**config.mk**
```make
export PLATFORM = sky130hd
export DESIGN_NAME = fpu_fp32_to_fp80
export DESIGN_NICKNAME = d
export VERILOG_FILES = /design/src/rtl/fpu_fp32_to_fp80.sv
export SDC_FILE = /design/constraint.sdc
export NUM_CORES = 1
export LEC_CHECK = 0
export CAP_MARGIN = 20
export CORE_MARGIN = 3
export CORE_UTILIZATION = 30
export CTS_CLUSTER_SIZE = 14
export DETAILED_ROUTE_END_ITERATION = 10
export HOLD_SLACK_MARGIN = 0.12
export PLACE_DENSITY = 0.62
export SYNTH_ARGS = -nofsm -noshare
export SYNTH_HDL_FRONTEND = slang
export SYNTH_SLANG_ARGS = --single-unit
```
**constraint.sdc**
```tcl
create_clock -name clk -period 5.1 [get_ports clk]
set_input_delay 1.02 -clock clk [delete_from_list [all_inputs] [get_ports clk]]
set_output_delay 1.02 -clock clk [all_outputs]
set_load 0.005 [all_outputs]
```
**src/rtl/fpu_fp32_to_fp80.sv**
```systemverilog
`default_nettype none
// ============================================================================
// Module      : fpu_fp32_to_fp80
// Description : FP32 to 8087 FP80 load-path converter. The conversion is
//               exact. Denormal operands are normalised into the
//               explicit-integer-bit form, and this is the only
//               multi-cycle case.
//               Build option FPU_FP32_FAST_NORM_EN: when defined, a
//               leading-zero encoder normalises denormals in one cycle.
//               When undefined, an iterative NORM state shifts one bit per
//               cycle.
// Revision    : 1.0 - initial release
// ============================================================================
module fpu_fp32_to_fp80 (
  input  logic        clk,
  input  logic        reset,
  input  logic        enable,
  input  logic [31:0] fp32_in,
  output logic [79:0] fp80_out,
  output logic        done,
  output logic        busy,
  output logic        flag_invalid,
  output logic        flag_denormal
);

  localparam logic [14:0] c_BIAS_ADJ = 15'd16256;  // 16383 - 127
  localparam logic [14:0] c_DEN_BASE = 15'd16257;  // exponent of a denormal before shifting
  localparam logic [14:0] c_EXP_MAX  = 15'h7FFF;

  typedef enum logic [0:0] {
    ST_IDLE = 1'b0,
    ST_NORM = 1'b1
  } state_t;

  state_t      r_state;
  state_t      w_state_nxt;
  logic [79:0] r_out;
  logic [79:0] w_out_nxt;
  logic        r_done;
  logic        w_done_nxt;
  logic        r_inv;
  logic        w_inv_nxt;
  logic        r_den;
  logic        w_den_nxt;

  logic        w_sign;
  logic [7:0]  w_exp_in;
  logic [22:0] w_frac;

  assign w_sign   = fp32_in[31];
  assign w_exp_in = fp32_in[30:23];
  assign w_frac   = fp32_in[22:0];

`ifdef FPU_FP32_FAST_NORM_EN
  // Number of leading zeros in a 24-bit word; the highest set bit wins.
  function automatic logic [4:0] f_lzc24(input logic [23:0] v);
    logic [4:0] n;
    n = 5'd24;
    for (int i = 0; i < 24; i++) begin
      if (v[i]) n = 5'(23 - i);
    end
    return n;
  endfunction

  logic [4:0]  w_lz;
  logic [23:0] w_den_mant;

  assign w_lz       = f_lzc24({1'b0, w_frac});
  assign w_den_mant = {1'b0, w_frac} << w_lz;
`else
  // Working word holds w[22:0]; w[23] is always zero while normalising.
  logic [22:0] r_work;
  logic [22:0] w_work_nxt;
  logic [4:0]  r_cnt;
  logic [4:0]  w_cnt_nxt;
  logic [4:0]  w_cnt_inc;

  assign w_cnt_inc = r_cnt + 5'd1;
`endif

  // Next-state, next-result and handshake decode for the conversion FSM.
  always_comb begin
    w_state_nxt = r_state;
    w_out_nxt   = r_out;
    w_done_nxt  = 1'b0;
    w_inv_nxt   = r_inv;
    w_den_nxt   = r_den;
`ifndef FPU_FP32_FAST_NORM_EN
    w_work_nxt  = r_work;
    w_cnt_nxt   = r_cnt;
`endif
    case (r_state)
      ST_IDLE: begin
        if (enable) begin
          w_inv_nxt     = 1'b0;
          w_den_nxt     = 1'b0;
          w_out_nxt[79] = w_sign;
          if (w_exp_in == 8'hFF) begin
            // Infinity or NaN; NaNs are always returned quiet.
            w_done_nxt = 1'b1;
            if (w_frac == 23'd0) begin
              w_out_nxt[78:0] = {c_EXP_MAX, 64'h8000_0000_0000_0000};
            end else begin
              w_out_nxt[78:0] = {c_EXP_MAX, 2'b11, w_frac[21:0], 40'd0};
              w_inv_nxt       = ~w_frac[22];
            end
          end else if (w_exp_in != 8'h00) begin
            w_done_nxt      = 1'b1;
            w_out_nxt[78:0] = {({7'd0, w_exp_in} + c_BIAS_ADJ), 1'b1, w_frac, 40'd0};
          end else if (w_frac == 23'd0) begin
            w_done_nxt      = 1'b1;
            w_out_nxt[78:0] = 79'd0;
          end else begin
`ifdef FPU_FP32_FAST_NORM_EN
            w_done_nxt      = 1'b1;
            w_den_nxt       = 1'b1;
            w_out_nxt[78:0] = {(c_DEN_BASE - {10'd0, w_lz}), w_den_mant, 40'd0};
`else
            // Denormal: hand off to the shifter; result lands when w[23] sets.
            w_state_nxt = ST_NORM;
            w_work_nxt  = w_frac;
            w_cnt_nxt   = 5'd0;
`endif
          end
        end
      end
      ST_NORM: begin
`ifdef FPU_FP32_FAST_NORM_EN
        w_state_nxt = ST_IDLE;
`else
        w_work_nxt = {r_work[21:0], 1'b0};
        w_cnt_nxt  = w_cnt_inc;
        if (r_work[22]) begin
          // This shift moves the leading one into the integer bit.
          w_state_nxt     = ST_IDLE;
          w_done_nxt      = 1'b1;
          w_den_nxt       = 1'b1;
          w_out_nxt[78:0] = {(c_DEN_BASE - {10'd0, w_cnt_inc}), r_work, 1'b0, 40'd0};
        end
`endif
      end
      default: begin
        w_state_nxt = ST_IDLE;
      end
    endcase
  end

  // State, result and flag registers; reset discards any in-flight work.
  always_ff @(posedge clk or posedge reset) begin
    if (reset) begin
      r_state <= ST_IDLE;
      r_out   <= 80'd0;
      r_done  <= 1'b0;
      r_inv   <= 1'b0;
      r_den   <= 1'b0;
    end else begin
      r_state <= w_state_nxt;
      r_out   <= w_out_nxt;
      r_done  <= w_done_nxt;
      r_inv   <= w_inv_nxt;
      r_den   <= w_den_nxt;
    end
  end

`ifndef FPU_FP32_FAST_NORM_EN
  // Denormal shifter working word and shift count.
  always_ff @(posedge clk or posedge reset) begin
    if (reset) begin
      r_work <= 23'd0;
      r_cnt  <= 5'd0;
    end else begin
      r_work <= w_work_nxt;
      r_cnt  <= w_cnt_nxt;
    end
  end
`endif

  assign fp80_out      = r_out;
  assign done          = r_done;
  assign busy          = (r_state == ST_NORM);
  assign flag_invalid  = r_inv;
  assign flag_denormal = r_den;

endmodule
`default_nettype wire

```
# After elaboration in Yosys (flattened, before gate mapping)
# Index checks and enable logic that the tools add are counted.
[word_totals]
input_bits = 35
elab_cells = 60
regBits = 112
out_inout_bits = 84
[op_classes]
muxes = 34
eq_ne = 7
n_addsub = 3
bitwise_logic = 2
reduce_logical = 6
[ops]
columns = ["cell", "n"]
rows = [
  ["$mux 79", 5],
  ["$pmux 79 s2", 1],
  ["$mux 23", 4],
  ["$mux 63", 1],
  ["$pmux 23 s2", 1],
  ["$logic_not 23->1", 1],
  ["$mux 5", 4],
  ["$add 8x14->15 const B", 1],
  ["$sub 14x5->15 const A", 1],
  ["$mux 1", 14],
  ["$pmux 5 s2", 1],
  ["$eq 8x8->1 const B", 1],
  ["$ne 2x2->1 const B", 4],
  ["$reduce_bool 8->1", 1],
  ["$pmux 1 s2", 3],
  ["$add 5x1->5 const B", 1],
  ["$ne 4x4->1 const B", 1],
  ["$reduce_and 2->1", 2],
  ["$reduce_and 4->1", 1],
  ["$reduce_and 3->1", 1],
  ["$ne 2x1->1 const B", 1],
  ["$not 1->1", 2],
]

# Depth between registers and ports, before layout
# Gate-level depths: netlist (run 1).
[depth]
depth_word = 6
depth_mapped = 7
depth_no_buf = 6

# Worst setup path before layout (run 1)
# No wires, ideal clock.
[synth_path]
path_type = "input -> register"
start = "in fp32_in[15]"
end = "reg r_out[48] (netlist: fp80_out[48])"
slack_ns = 2.482
setup_ns = 0.125
arrival_time_ns = 2.493
path_stages = 6
path_buffers = 1
required_ns = 4.975
path_cell_list = "or4_1 -> nor2_4 -> a311oi_4 -> buf_6 -> a22o_1 -> mux2_4"
[synth_between]
elab_chain_cells = 5
elab_cells_between_ends = 7
classes_between = "1 x eq/ne; 4 x mux; 2 x reduce/logical"
[synth_rtl]
columns = ["element", "line_no", "rtl"]
rows = [
  ["start, declared", "18", "input logic [31:0] fp32_in,"],
  ["$logic_not 23->1 (*)", "101, 110", ""],
  ["$mux 63", "101", "if (w_frac == 23'd0) begin"],
  ["$mux 79", "98", "if (w_exp_in == 8'hFF) begin"],
  ["$mux 79", "94", "if (enable) begin"],
  ["$pmux 79 s2", "92", "case (r_state)"],
  ["end signal, assigned", "158", "r_out <= w_out_nxt;"],
  ["end, declared", "37", "logic [79:0] r_out;"],
]
# Mark *: on every way between the ends. The rest lies on a longest branch, timed or not. The select of a mux whose other input is x is not followed.
# A chain may end at the register's enable or synchronous reset.

# Worst setup path in the final report (run 1)
[layout_path]
start = "in fp32_in[23]"
end = "reg r_out[41] (netlist: fp80_out[41])"
[layout_between]
elab_chain_cells = 5
elab_cells_between_ends = 8
classes_between = "2 x eq/ne; 4 x mux; 2 x reduce/logical"
[layout_rtl]
columns = ["element", "line_no", "rtl"]
rows = [
  ["$reduce_bool 8->1", "107", "end else if (w_exp_in != 8'h00) begin"],
  ["$mux 79", "107", ""],
  ["$mux 79", "98", ""],
  ["$mux 79", "94", ""],
  ["$pmux 79 s2", "92", ""],
]
# Parallel ways exist; a longest one is shown, timed or not. The select of a mux whose other input is x is not followed.

==> metrics.log, run 1 <==
[metrics] outcome: complete, no violations
[metrics] # DRC: 0
[metrics] final critical path time including I/O delays and setup: 3.64 ns
[metrics] area growth from synthesis to layout: 26.7%
[metrics] row count: 40
[metrics] die height: 119 µm
[metrics] number of sinks handled by clock tree synthesis: 67
[metrics] Synth async-reset ratio: 100%
[metrics] part of the Yosys area used for sequential elements: 44.0%
[metrics] most numerous cell in the Yosys netlist: sky130_fd_sc_hd__dfrtp_1
[metrics] clock input transition at the sequential cells of the worst setup and hold paths: 0.05 ns
[metrics] Setup crit end kind: flop
[metrics] routed wire length: 8.60 mm
[metrics] worst setup path class: input pin to flop
[metrics] iteration-0 DRC count of the detailed router: 160
[metrics] Hold WC Path Type: flop to flop
[metrics] yosys warns: 0
[metrics] VDD IR-drop max: 0.164 mV
[metrics] power density over cell area: 305 nW/µm²
[metrics] proportion of power drawn by the clock network: 41.7%
[metrics] Max-Slew Margin vs Limit: 36.0%
[metrics] number of setup buffers added after CTS: 0
[metrics] final hold violation count: 0
[metrics] number of standard cells after synthesis: 349
[metrics] share of the clock period used by the worst path after layout: 71.5%
[metrics] Final nets: 454
[metrics] worst path bufs/invs: 2
[metrics] Seq cells post-synth: 67
[metrics] detailed-route wire length per cell: 14.6 µm
[metrics] global-route congestion overflow total: 0
[metrics] clock buffer count from CTS: 9
[metrics] CP Cell Sequence: clkdlybuf4s50_1 > nor4_1 > nand2_1 > a21oi_2 > a2bb2oi_4 > buf_4 > mux2_4
[metrics] combinational fraction of design power: 16.0%
[metrics] Setup TNS: 0 ns
[metrics] via density per instance: 4.54
[metrics] Yosys top cell by area: sky130_fd_sc_hd__dfrtp_1
[metrics] Fillers: 1,227
[metrics] number of top-level pins: 119
[metrics] # Max-Cap Violations: 0
[metrics] Final Setup Violations: 0
[metrics] die area: 14,100 µm²
[metrics] count of vias placed by the detailed router: 2,673
[metrics] DIE WIDTH: 119 µm
[metrics] cell chosen for the clock root: sky130_fd_sc_hd__clkbuf_16
[metrics] sum of net half-perimeters after detailed placement: 6.39 mm
[metrics] fraction of final layout cells with drive strength greater than 1: 16.6%
[metrics] CP max FO: 19
[metrics] top cells by instance count after synthesis: 67 x sky130_fd_sc_hd__dfrtp_1, 47 x sky130_fd_sc_hd__buf_4, 42 x sky130_fd_sc_hd__o21ai_0
[metrics] via count of the first global-routing pass: 2,605
[metrics] transition time of the tightest slew-check pin: 0.957 ns
[metrics] post-cts resize count: 0
[metrics] Clk Latency, worst-skew pair: 0.32 ns
[metrics] clk_skew: 0.00735 ns
[metrics] crit path DAT: 3.85 ns
[metrics] Total Routing Usage GR: 12.4%
[metrics] antenna violation net count after detailed routing: 0
[metrics] Yosys top cell area share: 44.0%
[metrics] number of diodes added for antenna fixing: 0
[metrics] Top FF cell, synth: sky130_fd_sc_hd__dfrtp_1
[metrics] endpoint required time on the critical path: 5.31 ns
[metrics] cell class contributing the biggest share of worst-path delay: compound AO/OA/AOI/OAI gates
[metrics] max frequency: 274 MHz
[metrics] number of levels in the clock H-tree: 3
[metrics] pin count of the biggest net entering global routing: 69
[metrics] worst hold margin: 0.505 ns
[metrics] RSZ-0062 raised after global routing: false
[metrics] core region area: 12,200 µm²
[metrics] maximum cell stage delay along the critical path: 0.69 ns
[metrics] Final Max Slew Viols: 0
[metrics] initial antenna violation count: 0
[metrics] startpoint kind of the worst setup timing path: input pin
[metrics] clock tree from TritonCTS: built
[metrics] Port Buffer Count: 78
[metrics] effective utilization at floorplan: 31.2%
[metrics] Max clock buf depth: 2
[metrics] Cell Area, Synth: 3810 µm²
[metrics] cells taking the most area after synthesis: sky130_fd_sc_hd__dfrtp_1 44%, sky130_fd_sc_hd__mux2_4 11%, sky130_fd_sc_hd__buf_4 9.3%
[metrics] proportion of power drawn by flip-flops and latches: 42.4%
[metrics] synth unique cells: 43
[metrics] average cell area after synthesis: 10.9 µm²
[metrics] switching power summed over all nets: 340 µW
[metrics] wire length of the first global-routing pass: 13.8 mm
[metrics] internal power of the cells: 1130 µW
[metrics] Initial DRT Pass Iterations: 4
[metrics] P_leak: 0.00203 µW
[metrics] Final Wtd Congestion: 0.803
[metrics] slowest cell on the critical path: sky130_fd_sc_hd__a2bb2oi_4
[metrics] Post-synth EDFFs: 0
[metrics] switching part of the total power: 23.1%
[metrics] hold buffer count at cts: 0
power by group through the flow:
stage | combinational [µW] | clock [µW] | sequential, µW
floorplan | 142 | 0 | 625
global placement | 234 | 0 | 632
detailed placement | 239 | 0 | 632
CTS | 239 | 629 | 625
global route | 258 | 652 | 631
finish | 236 | 614 | 624
routing by layer:
metal / up-vias / global-route usage (%) / wire (µm)
li1: 1266 / - / -
met1: 1300 / 16.7 / 3940
met2: 101 / 18.9 / 3850
met3: 6 / 4.21 / 733
met4: 0 / 3.48 / 73
met5: - / 0 / 0
sequential cells by signal (all words and copies together) (netlist names):
| name | flops |
|---|---|
| busy | 1 |
| done | 1 |
| flag_denormal | 1 |
| flag_invalid | 1 |
| fp80_out | 35 |
| r_cnt | 5 |
| r_work | 23 |
per-stage QoR:
step / std cells / util [%] / total power (µW) / worst slack (ns) / instance area (µm²)
floorplan: 388 / - / 767 / 2.40 / 3960
global placement: 574 / 37.1 / 866 / 1.19 / 4530
detailed placement: 574 / 37.1 / 871 / 1.13 / 4530
CTS: 589 / 39.5 / 1490 / 1.46 / 4830
global route: 589 / 39.5 / 1540 / 1.28 / 4830
finish: 589 / 39.5 / 1470 / 1.46 / 4830
worst paths after layout:
check	depth (start not counted)	slack, ns	from	end
worst max-delay path	7	1.46	fp32_in[23]	fp80_out[41]
worst min-delay path	2	0.50	r_work[19]	r_work[20]
max in group asynchronous	3	3.00	reset	r_work[1]
worst max register to register	5	2.37	busy	fp80_out[41]
min in group asynchronous	2	1.20	reset	fp80_out[53]
worst min register to register	2	0.50	r_work[19]	r_work[20]
final cells by class:
cell class | count | area [µm²] | share of cell area (%)
Sequential cell | 67 | 1680 | 34.7
Timing Repair Buffer | 82 | 811 | 16.8
Multi-Input combinational cell | 243 | 1780 | 36.9
Clock buffer | 13 | 260 | 5.39
Tap cell | 168 | 210 | 4.35
Inverter | 14 | 52.6 | 1.09
Clock inverter | 2 | 35.0 | 0.725
kinds of logic (layout without fill, tap and decap cells):
kind of cell / after synthesis / after routing / synth area share (%)
xor+xnor: 6 / 6 / 1.38
simple gates: 66 / 66 / 8.40
fa+ha+maj: 2 / 2 / 0.656
buf+inv: 78 / 111 / 13.3
mux: 59 / 59 / 19.4
flops: 67 / 67 / 44.0
other cells: 1 / 40 / 0.0984
compound gates: 70 / 70 / 12.8
layout by cell type (no fill, tap or decap), types with 3 or more instances in the layout:
cell	count
sky130_fd_sc_hd__clkdlybuf4s50_1	78
sky130_fd_sc_hd__mux2_2	7
sky130_fd_sc_hd__inv_1	13
sky130_fd_sc_hd__dfrtp_1	66
sky130_fd_sc_hd__mux2i_1	24
sky130_fd_sc_hd__o21ai_0	42
sky130_fd_sc_hd__a22o_2	5
sky130_fd_sc_hd__clkbuf_16	9
sky130_fd_sc_hd__nand3_1	4
sky130_fd_sc_hd__nor2_1	9
sky130_fd_sc_hd__buf_4	4
sky130_fd_sc_hd__mux2_4	28
sky130_fd_sc_hd__nand2_1	32
sky130_fd_sc_hd__nor4_1	6
sky130_fd_sc_hd__xnor2_1	4
sky130_fd_sc_hd__nand4_1	3
sky130_fd_sc_hd__conb_1	40
sky130_fd_sc_hd__a22o_1	10
worst reg2reg max path, stage by stage, from the launching register on:
cell and delay, ns:
sky130_fd_sc_hd__dfrtp_2 0.64, sky130_fd_sc_hd__inv_1 0.31, sky130_fd_sc_hd__nand2_1 0.29, sky130_fd_sc_hd__a2bb2oi_4 0.70, sky130_fd_sc_hd__buf_4 0.36, sky130_fd_sc_hd__mux2_4 0.32
Note: power is estimated with default switching activity, not from simulation.
==> inputs of run 2 (changes only) <==
PLACE_DENSITY = 0.64   (was 0.62)
clock period = 3.2 ns   (was 5.1 ns; I/O delays follow)
==> run 2 against run 1 <==
Worst hold slack got worse by 0.0025 ns. Combinational power rose by 61%. Clock power rose by 84%. Non-clock buffer count up 4. Power up 70%. Wire length rose by 0.64%. Critical path depth is 1 lower. Via count down 1.1%. Die area did not move. Count of clock-buffer cells in the layout shrank 3. Core utilization increased by 0.95 points. Critical endpoint is now fp80_out[52].
==> metrics.log, run 2 (synthesized netlist as in run 1, its figures left out) <==
[metrics] initial antenna violation count: 0
[metrics] number of setup buffers added after CTS: 0
[metrics] cell chosen for the clock root: sky130_fd_sc_hd__clkbuf_16
[metrics] number of sinks handled by clock tree synthesis: 67
[metrics] Max-Slew Margin vs Limit: 48.5%
[metrics] crit path DAT: 2.91 ns
[metrics] wire length of the first global-routing pass: 14.1 mm
[metrics] via density per instance: 4.45
[metrics] row count: 40
[metrics] # DRC: 0
[metrics] CP max FO: 15
[metrics] Final Max Slew Viols: 0
[metrics] most common cell after layout, fill and taps aside: sky130_fd_sc_hd__clkdlybuf4s50_1
[metrics] routed wire length: 8.66 mm
[metrics] P_leak: 0.00208 µW
[metrics] Fillers: 1,219
[metrics] via count of the first global-routing pass: 2,658
[metrics] detailed-route wire length per cell: 14.6 µm
[metrics] combinational fraction of design power: 15.2%
[metrics] die area: 14,100 µm²
[metrics] endpoint required time on the critical path: 3.41 ns
[metrics] count of vias placed by the detailed router: 2,643
[metrics] proportion of power drawn by flip-flops and latches: 39.6%
[metrics] clock input transition at the sequential cells of the worst setup and hold paths: 0.05 ns
[metrics] Max clock buf depth: 2
[metrics] outcome: complete, no violations
[metrics] non-filler instance count after layout: 594
[metrics] worst setup path class: input pin to flop
[metrics] # Max-Cap Violations: 0
[metrics] Setup TNS: 0 ns
[metrics] hold buffer count at cts: 0
[metrics] flip-flop count of the largest register after layout: 35
[metrics] global-route congestion overflow total: 0
[metrics] pin count of the biggest net entering global routing: 87
[metrics] clk_skew: 0.0107 ns
[metrics] antenna violation net count after detailed routing: 0
[metrics] post-cts resize count: 0
[metrics] most frequent cells in the layout: 78 x sky130_fd_sc_hd__clkdlybuf4s50_1, 66 x sky130_fd_sc_hd__dfrtp_1, 42 x sky130_fd_sc_hd__o21ai_0
[metrics] sum of net half-perimeters after detailed placement: 6.27 mm
[metrics] Initial DRT Pass Iterations: 4
[metrics] total placed cells including tap cells: 578
[metrics] number of levels in the clock H-tree: 3
[metrics] fraction of final layout cells with drive strength greater than 1: 17.8%
[metrics] clock tree from TritonCTS: built
[metrics] power density over cell area: 507 nW/µm²
[metrics] startpoint kind of the worst setup timing path: input pin
[metrics] transition time of the tightest slew-check pin: 0.773 ns
[metrics] switching part of the total power: 22.8%
[metrics] Port Buffer Count: 78
[metrics] VDD IR-drop max: 0.247 mV
[metrics] max frequency: 370 MHz
[metrics] number of top-level pins: 119
[metrics] Total Routing Usage GR: 12.5%
[metrics] DIE WIDTH: 119 µm
[metrics] iteration-0 DRC count of the detailed router: 147
[metrics] internal power of the cells: 1930 µW
[metrics] share of the clock period used by the worst path after layout: 84.5%
[metrics] switching power summed over all nets: 573 µW
[metrics] final hold violation count: 0
[metrics] minimum setup slack among reg-to-reg paths: 1.26 ns
[metrics] die height: 119 µm
[metrics] Setup crit end kind: flop
[metrics] area growth from synthesis to layout: 29.7%
[metrics] final critical path time including I/O delays and setup: 2.70 ns
[metrics] Final Util: 40.5%
[metrics] effective utilization at floorplan: 31.2%
[metrics] number of diodes added for antenna fixing: 0
[metrics] Final nets: 458
[metrics] Final Setup Violations: 0
[metrics] Final Wtd Congestion: 0.776
[metrics] clock buffer count from CTS: 9
[metrics] RSZ-0062 raised after global routing: false
[metrics] proportion of power drawn by the clock network: 45.2%
[metrics] Hold WC Path Type: flop to flop
[metrics] Clk Latency, worst-skew pair: 0.33 ns
[metrics] core region area: 12,200 µm²
==> run 2: cell count changes in the layout (fill, tap and decap cells not counted) <==
cell                         before  now
sky130_fd_sc_hd__buf_12           0    3
sky130_fd_sc_hd__bufinv_16        1    3
sky130_fd_sc_hd__clkbuf_8         2    0
sky130_fd_sc_hd__clkinv_4         0    2
sky130_fd_sc_hd__buf_4            4    5
sky130_fd_sc_hd__clkbuf_1         2    1
sky130_fd_sc_hd__clkinv_2         1    0
sky130_fd_sc_hd__clkinvlp_4       0    1
==> run 2: through the flow <==
stage / setup slack (ns) / area, µm² / power (µW) / hold slack (ns)
after floorplan: 0.877 / 3960 / 1220 / 0.463
after global placement: 0.214 / 4600 / 1380 / 0.478
after detailed placement: 0.222 / 4600 / 1390 / 0.494
after CTS: 0.569 / 4950 / 2540 / 0.506
after global routing: 0.494 / 4950 / 2620 / 0.523
final: 0.497 / 4950 / 2510 / 0.502
==> run 2: worst paths after layout <==
kind / depth (start not counted) / startpoint / end
max: 6 / fp32_in[1] / fp80_out[52]
min: 2 / r_work[20] / r_work[21]
max reg2reg: 5 / busy / fp80_out[52]
min reg2reg: 2 / r_work[20] / r_work[21]
max in group asynchronous: 3 / reset / r_work[20]
min in group asynchronous: 2 / reset / r_work[8]
==> run 2: power by group through the flow <==
stage / logic [µW] / clock network [µW] / registers (µW)
floorplan: 226 / 0 / 996
global placement: 379 / 0 / 1000
detailed placement: 385 / 0 / 1010
CTS: 387 / 1160 / 993
global route: 420 / 1200 / 1000
finish: 381 / 1130 / 992
==> run 2: routing by layer <==
| metal | routed length, µm | up-vias | GRT usage [%] |
|---|---|---|---|
| met5 | 0 | - | 0 |
| met4 | 65 | 0 | 4.49 |
| met3 | 463 | 4 | 3.49 |
| met2 | 4040 | 85 | 19.3 |
| met1 | 4090 | 1276 | 16.9 |
| li1 | - | 1278 | - |
==> run 2: worst max-delay path, stage by stage <==
cell and delay [ns]:
sky130_fd_sc_hd__clkdlybuf4s50_1 0.49, sky130_fd_sc_hd__nor4_1 0.46, sky130_fd_sc_hd__and4_1 0.47, sky130_fd_sc_hd__a311oi_4 0.29
sky130_fd_sc_hd__a22o_2 0.30, sky130_fd_sc_hd__mux2_4 0.26
==> run 2: area by class of cell <==
cell class                      instances  area [µm²]  area share [%]
Clock buffer                           10         229            4.63
Clock inverter                          6         115            2.33
Inverter                               14        52.6            1.06
Multi-Input combinational cell        243        1780            36.0
Sequential cell                        67        1680            33.9
Tap cell                              168         210            4.25
Timing Repair Buffer                   86         878            17.8
